===== src/rtl/prog_loader_ctrl.sv =====
// Host-side loader/sequencer for the datapath: streams a header, data block and program
// into d_mem/i_mem, runs the PC for a fixed window, then streams d_mem[1..N] back out.
module prog_loader_ctrl #(
  parameter int unsigned NUM_INSTR  = 32,
  parameter int unsigned RUN_CYCLES = 2100
) (
  input  logic        clk,
  input  logic        reset_n,
  input  logic        start,
  input  logic        in_valid,
  input  logic [63:0] in_data,
  output logic        in_ready,
  output logic        out_valid,
  output logic [63:0] out_data,
  input  logic        out_ready,
  output logic [31:0] i_mem_addra,
  output logic [31:0] i_mem_din,
  output logic        i_mem_we,
  output logic [7:0]  d_mem_addra,
  output logic [63:0] d_mem_din,
  output logic        d_mem_we,
  input  logic [63:0] d_mem_out,
  output logic        pc_en,
  output logic        busy,
  output logic        done,
  output logic        err
);

  typedef enum logic [3:0] {
    S_IDLE, S_LD_HDR, S_LD_DATA, S_LD_INSTR, S_RUN,
    S_RD_ADDR, S_RD_WAIT, S_RD_OUT, S_DONE
  } state_t;

  state_t      state_q, state_d;
  logic [7:0]  n_q, n_d;
  logic [8:0]  cnt_q, cnt_d;
  logic [31:0] icnt_q, icnt_d;
  logic [23:0] run_cnt_q, run_cnt_d;
  logic [8:0]  rcnt_q, rcnt_d;
  logic        pc_en_q, pc_en_d;
  logic        out_valid_q, out_valid_d;
  logic [63:0] out_data_q, out_data_d;
  logic [31:0] i_mem_addra_q, i_mem_addra_d;
  logic [31:0] i_mem_din_q, i_mem_din_d;
  logic        i_mem_we_q, i_mem_we_d;
  logic [7:0]  d_mem_addra_q, d_mem_addra_d;
  logic [63:0] d_mem_din_q, d_mem_din_d;
  logic        d_mem_we_q, d_mem_we_d;
  logic        err_q, err_d;
  logic        xfer;

  assign in_ready    = (state_q == S_LD_HDR) || (state_q == S_LD_DATA) ||
                       (state_q == S_LD_INSTR);
  assign xfer        = in_valid && in_ready;
  assign busy        = (state_q != S_IDLE);
  assign done        = (state_q == S_DONE);
  assign pc_en       = pc_en_q;
  assign out_valid   = out_valid_q;
  assign out_data    = out_data_q;
  assign i_mem_addra = i_mem_addra_q;
  assign i_mem_din   = i_mem_din_q;
  assign i_mem_we    = i_mem_we_q;
  assign d_mem_addra = d_mem_addra_q;
  assign d_mem_din   = d_mem_din_q;
  assign d_mem_we    = d_mem_we_q;
  assign err         = err_q;

  always_comb begin
    state_d       = state_q;
    n_d           = n_q;
    cnt_d         = cnt_q;
    icnt_d        = icnt_q;
    run_cnt_d     = run_cnt_q;
    rcnt_d        = rcnt_q;
    pc_en_d       = pc_en_q;
    out_valid_d   = out_valid_q;
    out_data_d    = out_data_q;
    i_mem_addra_d = i_mem_addra_q;
    i_mem_din_d   = i_mem_din_q;
    i_mem_we_d    = 1'b0;
    d_mem_addra_d = d_mem_addra_q;
    d_mem_din_d   = d_mem_din_q;
    d_mem_we_d    = 1'b0;
    err_d         = err_q;

    unique case (state_q)
      S_IDLE: begin
        if (start) begin
          state_d = S_LD_HDR;
          err_d   = 1'b0;
        end
      end
      S_LD_HDR: begin
        if (xfer) begin
          n_d = in_data[7:0];
          if (|in_data[63:8]) begin
            err_d   = 1'b1;
            state_d = S_IDLE;
          end else begin
            d_mem_addra_d = '0;
            d_mem_din_d   = in_data;
            d_mem_we_d    = 1'b1;
            cnt_d         = 9'd1;
            icnt_d        = '0;
            state_d       = (in_data[7:0] == 8'd0) ? S_LD_INSTR : S_LD_DATA;
          end
        end
      end
      S_LD_DATA: begin
        if (xfer) begin
          d_mem_addra_d = cnt_q[7:0];
          d_mem_din_d   = in_data;
          d_mem_we_d    = 1'b1;
          cnt_d         = cnt_q + 9'd1;
          if (cnt_q == {1'b0, n_q}) state_d = S_LD_INSTR;
        end
      end
      S_LD_INSTR: begin
        if (xfer) begin
          i_mem_addra_d = icnt_q;
          i_mem_din_d   = in_data[31:0];
          i_mem_we_d    = 1'b1;
          icnt_d        = icnt_q + 32'd1;
          if (icnt_q == 32'(NUM_INSTR - 1)) begin
            state_d   = S_RUN;
            run_cnt_d = '0;
          end
        end
      end
      S_RUN: begin
        // First RUN cycle overlaps the last i_mem write; pc_en rises one cycle later.
        if (run_cnt_q == 24'(RUN_CYCLES)) begin
          pc_en_d = 1'b0;
          rcnt_d  = 9'd1;
          if (n_q == 8'd0) begin
            state_d = S_DONE;
          end else begin
            state_d       = S_RD_ADDR;
            d_mem_addra_d = 8'd1;
          end
        end else begin
          pc_en_d   = 1'b1;
          run_cnt_d = run_cnt_q + 24'd1;
        end
      end
      S_RD_ADDR: state_d = S_RD_WAIT;
      S_RD_WAIT: begin
        out_data_d  = d_mem_out;
        out_valid_d = 1'b1;
        state_d     = S_RD_OUT;
      end
      S_RD_OUT: begin
        if (out_ready) begin
          out_valid_d = 1'b0;
          rcnt_d      = rcnt_q + 9'd1;
          if (rcnt_q >= {1'b0, n_q}) begin
            state_d = S_DONE;
          end else begin
            state_d       = S_RD_ADDR;
            d_mem_addra_d = rcnt_d[7:0];
          end
        end
      end
      S_DONE: begin
        d_mem_addra_d = '0;
        state_d       = S_IDLE;
      end
      default: state_d = S_IDLE;
    endcase
  end

  always_ff @(posedge clk or negedge reset_n) begin
    if (!reset_n) begin
      state_q       <= S_IDLE;
      n_q           <= '0;
      cnt_q         <= '0;
      icnt_q        <= '0;
      run_cnt_q     <= '0;
      rcnt_q        <= '0;
      pc_en_q       <= 1'b0;
      out_valid_q   <= 1'b0;
      out_data_q    <= '0;
      i_mem_addra_q <= '0;
      i_mem_din_q   <= '0;
      i_mem_we_q    <= 1'b0;
      d_mem_addra_q <= '0;
      d_mem_din_q   <= '0;
      d_mem_we_q    <= 1'b0;
      err_q         <= 1'b0;
    end else begin
      state_q       <= state_d;
      n_q           <= n_d;
      cnt_q         <= cnt_d;
      icnt_q        <= icnt_d;
      run_cnt_q     <= run_cnt_d;
      rcnt_q        <= rcnt_d;
      pc_en_q       <= pc_en_d;
      out_valid_q   <= out_valid_d;
      out_data_q    <= out_data_d;
      i_mem_addra_q <= i_mem_addra_d;
      i_mem_din_q   <= i_mem_din_d;
      i_mem_we_q    <= i_mem_we_d;
      d_mem_addra_q <= d_mem_addra_d;
      d_mem_din_q   <= d_mem_din_d;
      d_mem_we_q    <= d_mem_we_d;
      err_q         <= err_d;
    end
  end

endmodule

===== config.mk =====
export PLATFORM = sky130hd
export DESIGN_NAME = prog_loader_ctrl
export DESIGN_NICKNAME = d
export VERILOG_FILES = /design/src/rtl/prog_loader_ctrl.sv
export SDC_FILE = /design/constraint.sdc
export NUM_CORES = 1
export LEC_CHECK = 0
export ABC_AREA = 1
export CORE_ASPECT_RATIO = 0.7
export CORE_MARGIN = 3
export CORE_UTILIZATION = 54
export CTS_CLUSTER_SIZE = 20
export DETAILED_ROUTE_END_ITERATION = 7
export GPL_TIMING_DRIVEN = 1
export PLACE_DENSITY = 0.85
export SLEW_MARGIN = 25
export SYNTH_ARGS = -nofsm -noshare
export SYNTH_HDL_FRONTEND = slang
export SYNTH_SLANG_ARGS = --single-unit

===== constraint.sdc =====
create_clock -name clk -period 2.9 [get_ports clk]
set_input_delay 0.29 -clock clk [delete_from_list [all_inputs] [get_ports clk]]
set_output_delay 0.29 -clock clk [all_outputs]
set_load 0.05 [all_outputs]

; Yosys cells after proc, flatten, opt, wreduce, memory -nomap -nowiden
; Index checks and enable logic that the tools add are counted.
[totals]
out_inout_bits = 208
mem_bits_rw = 0
mem_bits_ro = 0
regBits = 291
latch_bits = 0
inputBits = 133
mem_count = 0
word_cells = 122
[op_classes]
add_sub_neg = 4
mux = 52
shifts = 0
n_mul = 0
order_cmp = 1
n_eq_ne = 24
div = 0
n_reduce_logical = 25
n_bitwise = 0
[op_table]
columns = op, count
row1 = $mux W64, 3
row2 = $pmux W64 S2, 1
row3 = $mux W32, 3
row4 = $mux W24, 3
row5 = $pmux W32 S2, 1
row6 = $mux W8, 7
row7 = $reduce_or A56 Y1, 1
row8 = $pmux W24 S2, 1
row9 = $mux W9, 5
row10 = $mux W4, 10
row11 = $pmux W8 S5, 1
row12 = $pmux W9 S2, 2
row13 = $add A32 B1 Y32 const B, 1
row14 = $eq A32 B5 Y1 const B, 1
row15 = $pmux W4 S8, 1
row16 = $add A24 B1 Y24 const B, 1
row17 = $eq A24 B12 Y1 const B, 1
row18 = $ne A2 B2 Y1 const B, 10
row19 = $add A9 B1 Y9 const B, 2
row20 = $eq A4 B3 Y1 const B, 4
row21 = $logic_not A8 Y1, 2
row22 = $reduce_and A4 Y1, 4
row23 = $reduce_and A8 Y1, 2
row24 = $reduce_bool A2 Y1, 6
row25 = other kinds (16), 33

; Logic depth before layout (Yosys ltp)
; Gate-level depths: netlist of the first run.
[depth]
word_depth = 6
depth_mapped = 14
depth_no_buf = 14

; Worst setup path after synthesis of the first run
; No wires, ideal clock.
[synth_path]
path_type = reg-to-reg
from = register state_q[0]
to = register d_mem_addra_q[0] (netlist: d_mem_addra[0])
setup_slack_ps = 1051
period_less_slack_ps = 1849
required_ps = 2781
setup_ps = 119
arrival_time_ps = 1729
path_buffers = 0
stages_incl_launch_ff = 11
path_cell_list = dfrtp_1 -> nor2_1 -> nand3_1 -> inv_1 -> nor2_1 -> nand2_1 -> nand3_1 -> nor2_4 -> nand2_2 -> nand2_1 -> nand2_1
[synth_via]
word_cells_on_any_way = 19
cone_classes = eq/ne: 13 / mux: 1 / reduce/logical: 5
[synth_rtl]
columns = element, line_no
row1 = from (decl), 34  ; state_t state_q, state_d;
row2 = from (signal assigned), 191  ; state_q <= state_d;
row3 = $eq A4 B4 Y1 (*), --
row4 = named net done, 25  ; output logic done,
row5 = $reduce_bool A5 Y1 (no source line), --
row6 = $reduce_and A8 Y1 (no source line), --
row7 = to (signal assigned), 203  ; d_mem_addra_q <= d_mem_addra_d;
row8 = to (decl), 46  ; logic [7:0] d_mem_addra_q, d_mem_addra_d;
; The timed path passes the listed nets; every way through them passes the cells marked *.
; A chain may end at the register's enable or synchronous reset.

; Worst setup path in the final report of the first run
[layout_path]
from = register state_q[1]
to = output done
[layout_via]
elab_chain_len = 1
[layout_lines]
columns = element, line_no
row1 = $eq A4 B4 Y1, 56  ; assign done = (state_q == S_DONE);
row2 = to (decl), 25
; No other way between the ends.

==> out/metrics.yaml, run 1 <==
logic_synthesis:
  synth_top_family_by_area: "simple AND/OR/NAND/NOR gates"
  synthDistinctLibCells: 36
  synth_xor_area_frac: 0.0199
  synth_compound_area_frac: 0.0607
  yosysSeqAreaShare: 0.534
  syn_area_per_cell_um2: 7.76
  ys_warn_count: 0
  netlist_area_mm2: 0.0136
  synthAdderAreaFrac: 0.0119
  yosys.area_share.simple: 0.318
  synth_nets: 1903
  synth.area.mux_share: 0
  syn_inst: 1757
  ys_ff_latch: 291
drt:
  top_layer_used: "met4"
  wl_met1_mm: 17.8
  drt-initial-drc-count: 1126
  via_per_inst: 5.37
  finalWirelength_mm: 42.2
  wl_met3_mm: 3.90
  wl_per_cell_um: 17.4
  drt-pass1-iter-count: 7
  vias: 13047
  drtAntennaViolNets: 0
  met2_length_mm: 19.3
  post-route-drc-count: 0
finish:
  layout-drive-gt1-share: 0.0450
  fin_nets: 2234
  seq_area_mm2: 0.00728
  layout.cells.non_filler: 2428
  area_growth_pct: 35.0
  mostFrequentLayoutCell: "nand2_1"
  antenna_cells: 0
  utilization: 0.759
  multi_input_area_mm2: 0.00561
  fillers: 1775
  layout_common_cells: "768 x nand2_1, 339 x clkdlybuf4s50_1, 291 x dfrtp_1"
timing:
  clock_skew_ns: 0.0219
  slew_headroom: 0.367
  final_max_slew_viol_count: 0
  setup_viol: 0
  setup_tns_ns: 0
  worstMarginPinSlew_ns: 0.949
  grt_setup_unrepaired: "false"
  fin_crit_ns: 2.60
  max_freq_mhz: 385
  setup_ws_ns: 0.300
  hold_viol: 0
  finalCritPeriodShare: 0.896
placement:
  preCtsSetupSlack_ns: 0.278
  place_congestion: 1.00
  hpwl_mm: 30.5
  dp.cells: 2374
  io_buffers: 340
worst_setup_path:
  critical-path-max-stage-delay_ns: 0.83
  cp_data_arrival_time_ns: 2.31
  crit_chain: "nor2_1 -> nand3_1 -> inv_1 -> clkdlybuf4s50_1"
  critPathKind: "flop to output pin"
  critPathRequiredTime_ns: 2.61
  crit_fanout: 7
  crit_path_start_kind: "flop"
  cp_slowest_cell: "clkdlybuf4s50_1"
  end_kind: "output pin"
floorplan:
  row_count: 47
  die_h_um: 139
  io_pins: 341
  die_area_mm2: 0.0272
  fp.dieW_um: 196
  initial_utilization: 0.563
  core_area_mm2: 0.0242
global_routing:
  grt_overflow: 0
  grt_pass1_wl_mm: 67.8
  grt_max_degree: 105
  grt_usage: 0.305
  antenna_found_initial: 0
  grt_pass1_vias: 12575
pwr:
  power_leakage_nw: 8.68
  peakVddDrop_mv: 1.14
  p_total_mw: 23.1
  p_per_area_mw_per_mm2: 1260
cts:
  root_buffer: "clkbuf_16"
  clock_sinks: 291
  htree_levels: 1
  cts_buffers: 29
  clk_latency_ns: 0.56
  cts_tree: "yes"
  cts_hold_buf: 1
  clk_pin_slew_ns: 0.07
  clockBufferDepth: 3
  cts_resized: 0
  post-cts-setup-buffers: 0
run_status:
  outcome: "completed"
run:
  cap_violations: 0
hold_path:
  holdCritPathClass: "primary input to flop"
==> Yosys cell counts <==
master    number  area (um^2)
o21ai_1        1         5.00
clkinv_1       1         3.75
nor3b_1        1         7.51
o21a_1         1         7.51
o31ai_1        2         15.0
nor2_2         3         18.8
nor3_1        15         75.1
inv_2          7         26.3
nor2_8         1         20.0
o21ai_0      139          696
buf_2         17         85.1
o22ai_1        4         25.0
buf_4          3         22.5
inv_1        115          432
nand3_1       91          455
nand2_4        2         22.5
xor2_1        25          219
a21oi_2        1         8.76
nand2_1      768         2880
nand2_2        3         18.8
nor2_1       158          593
nand3b_1       1         7.51
or2_2          2         12.5
a21oi_1       11         55.1
ha_1          13          163
xnor2_1        6         52.6
buf_6          4         45.0
buf_1         11         41.3
a21boi_0       1         7.51
nor3_2         1         10.0
nor2_4         1         11.3
nand3b_4       1         20.0
clkbuf_1      26         97.6
nand4_1       29          181
dfrtp_1      291         7280
o211ai_1       1         7.51
==> sequential cells by signal, indices dropped and copies added (netlist names) <==
register	cells
i_mem_din	32
n_q	8
rcnt_q	9
icnt_q	32
i_mem_we	1
pc_en	1
i_mem_addra	32
state_q	4
run_cnt_q	24
out_valid	1
d_mem_din	64
err	1
d_mem_we	1
out_data	64
d_mem_addra	8
cnt_q	9
==> stage by stage <==
stage	instance area, um^2	hold WS [ns]
2_1_floorplan	13600	-0.00559
3_3_place_gp	17400	0.258
3_5_place_dp	17400	0.259
4_1_cts	18400	0.248
5_1_grt	18400	0.270
6_report	18400	0.265
==> report_power, final <==
| group | switching [mW] | total, mW | internal, mW | leakage (nW) |
|---|---|---|---|---|
| registers | 1.35 | 7.19 | 5.84 | 3.61 |
| clock network | 1.64 | 4.02 | 2.38 | 0.510 |
| logic | 8.24 | 11.9 | 3.68 | 4.56 |
==> worst max-delay path, delay by kind of cell, from the launching register on <==
kind | cells | cell delay, ns
buffers and inverters | 2 | 0.94
DFF | 1 | 0.46
and+or+nand+nor | 2 | 0.35
==> routing by layer <==
| layer | GRT usage | vias to the layer above |
|---|---|---|
| met4 | 0.0784 | 0 |
| li1 | - | 6185 |
| met3 | 0.0685 | 95 |
| met2 | 0.481 | 634 |
| met5 | 0 | - |
| met1 | 0.434 | 6133 |
==> area by class of cell <==
cell class / instances / share of cell area
sequential: 291 / 0.396
multi-input combinational: 1282 / 0.305
timing repair buffer: 361 / 0.197
clock buffer: 39 / 0.0453
inverter: 123 / 0.0251
tap: 318 / 0.0216
clock inverter: 14 / 0.0102
==> worst paths after layout <==
kind / startpoint / depth (start not counted) / to / slack (ns)
setup / recovery: state_q[1] / 4 / done / 0.30
hold / removal: d_mem_out[50] / 3 / out_data[50] / 0.26
setup reg to reg: icnt_q[0] / 8 / run_cnt_q[21] / 0.42
hold reg to reg: out_data[12] / 2 / out_data[12] / 0.47
max in group asynchronous: reset_n / 3 / d_mem_din[7] / 1.74
min in group asynchronous: reset_n / 2 / run_cnt_q[12] / 0.28
==> cell families after synthesis <==
logic type               count (synthesis)
buffers and inverters                  184
flip-flops                             291
AO/OA/AOI/OAI                          161
adder cells (fa/ha/maj)                 13
AND/OR/NAND/NOR                       1077
XOR/XNOR                                31
Note: power is estimated with default switching activity, not from simulation.
==> run 2, diff against run 1 <==
CTS_CLUSTER_SIZE = 28   (was 20)
==> results of run 2 <==
Same layout as run 1: the final DEF is identical, and so are final timing and power.
==> run 3, diff against run 2 <==
TNS_END_PERCENT = 30   (was not set)
==> results of run 3 <==
Same layout as run 1: the final DEF is identical, and so are final timing and power.
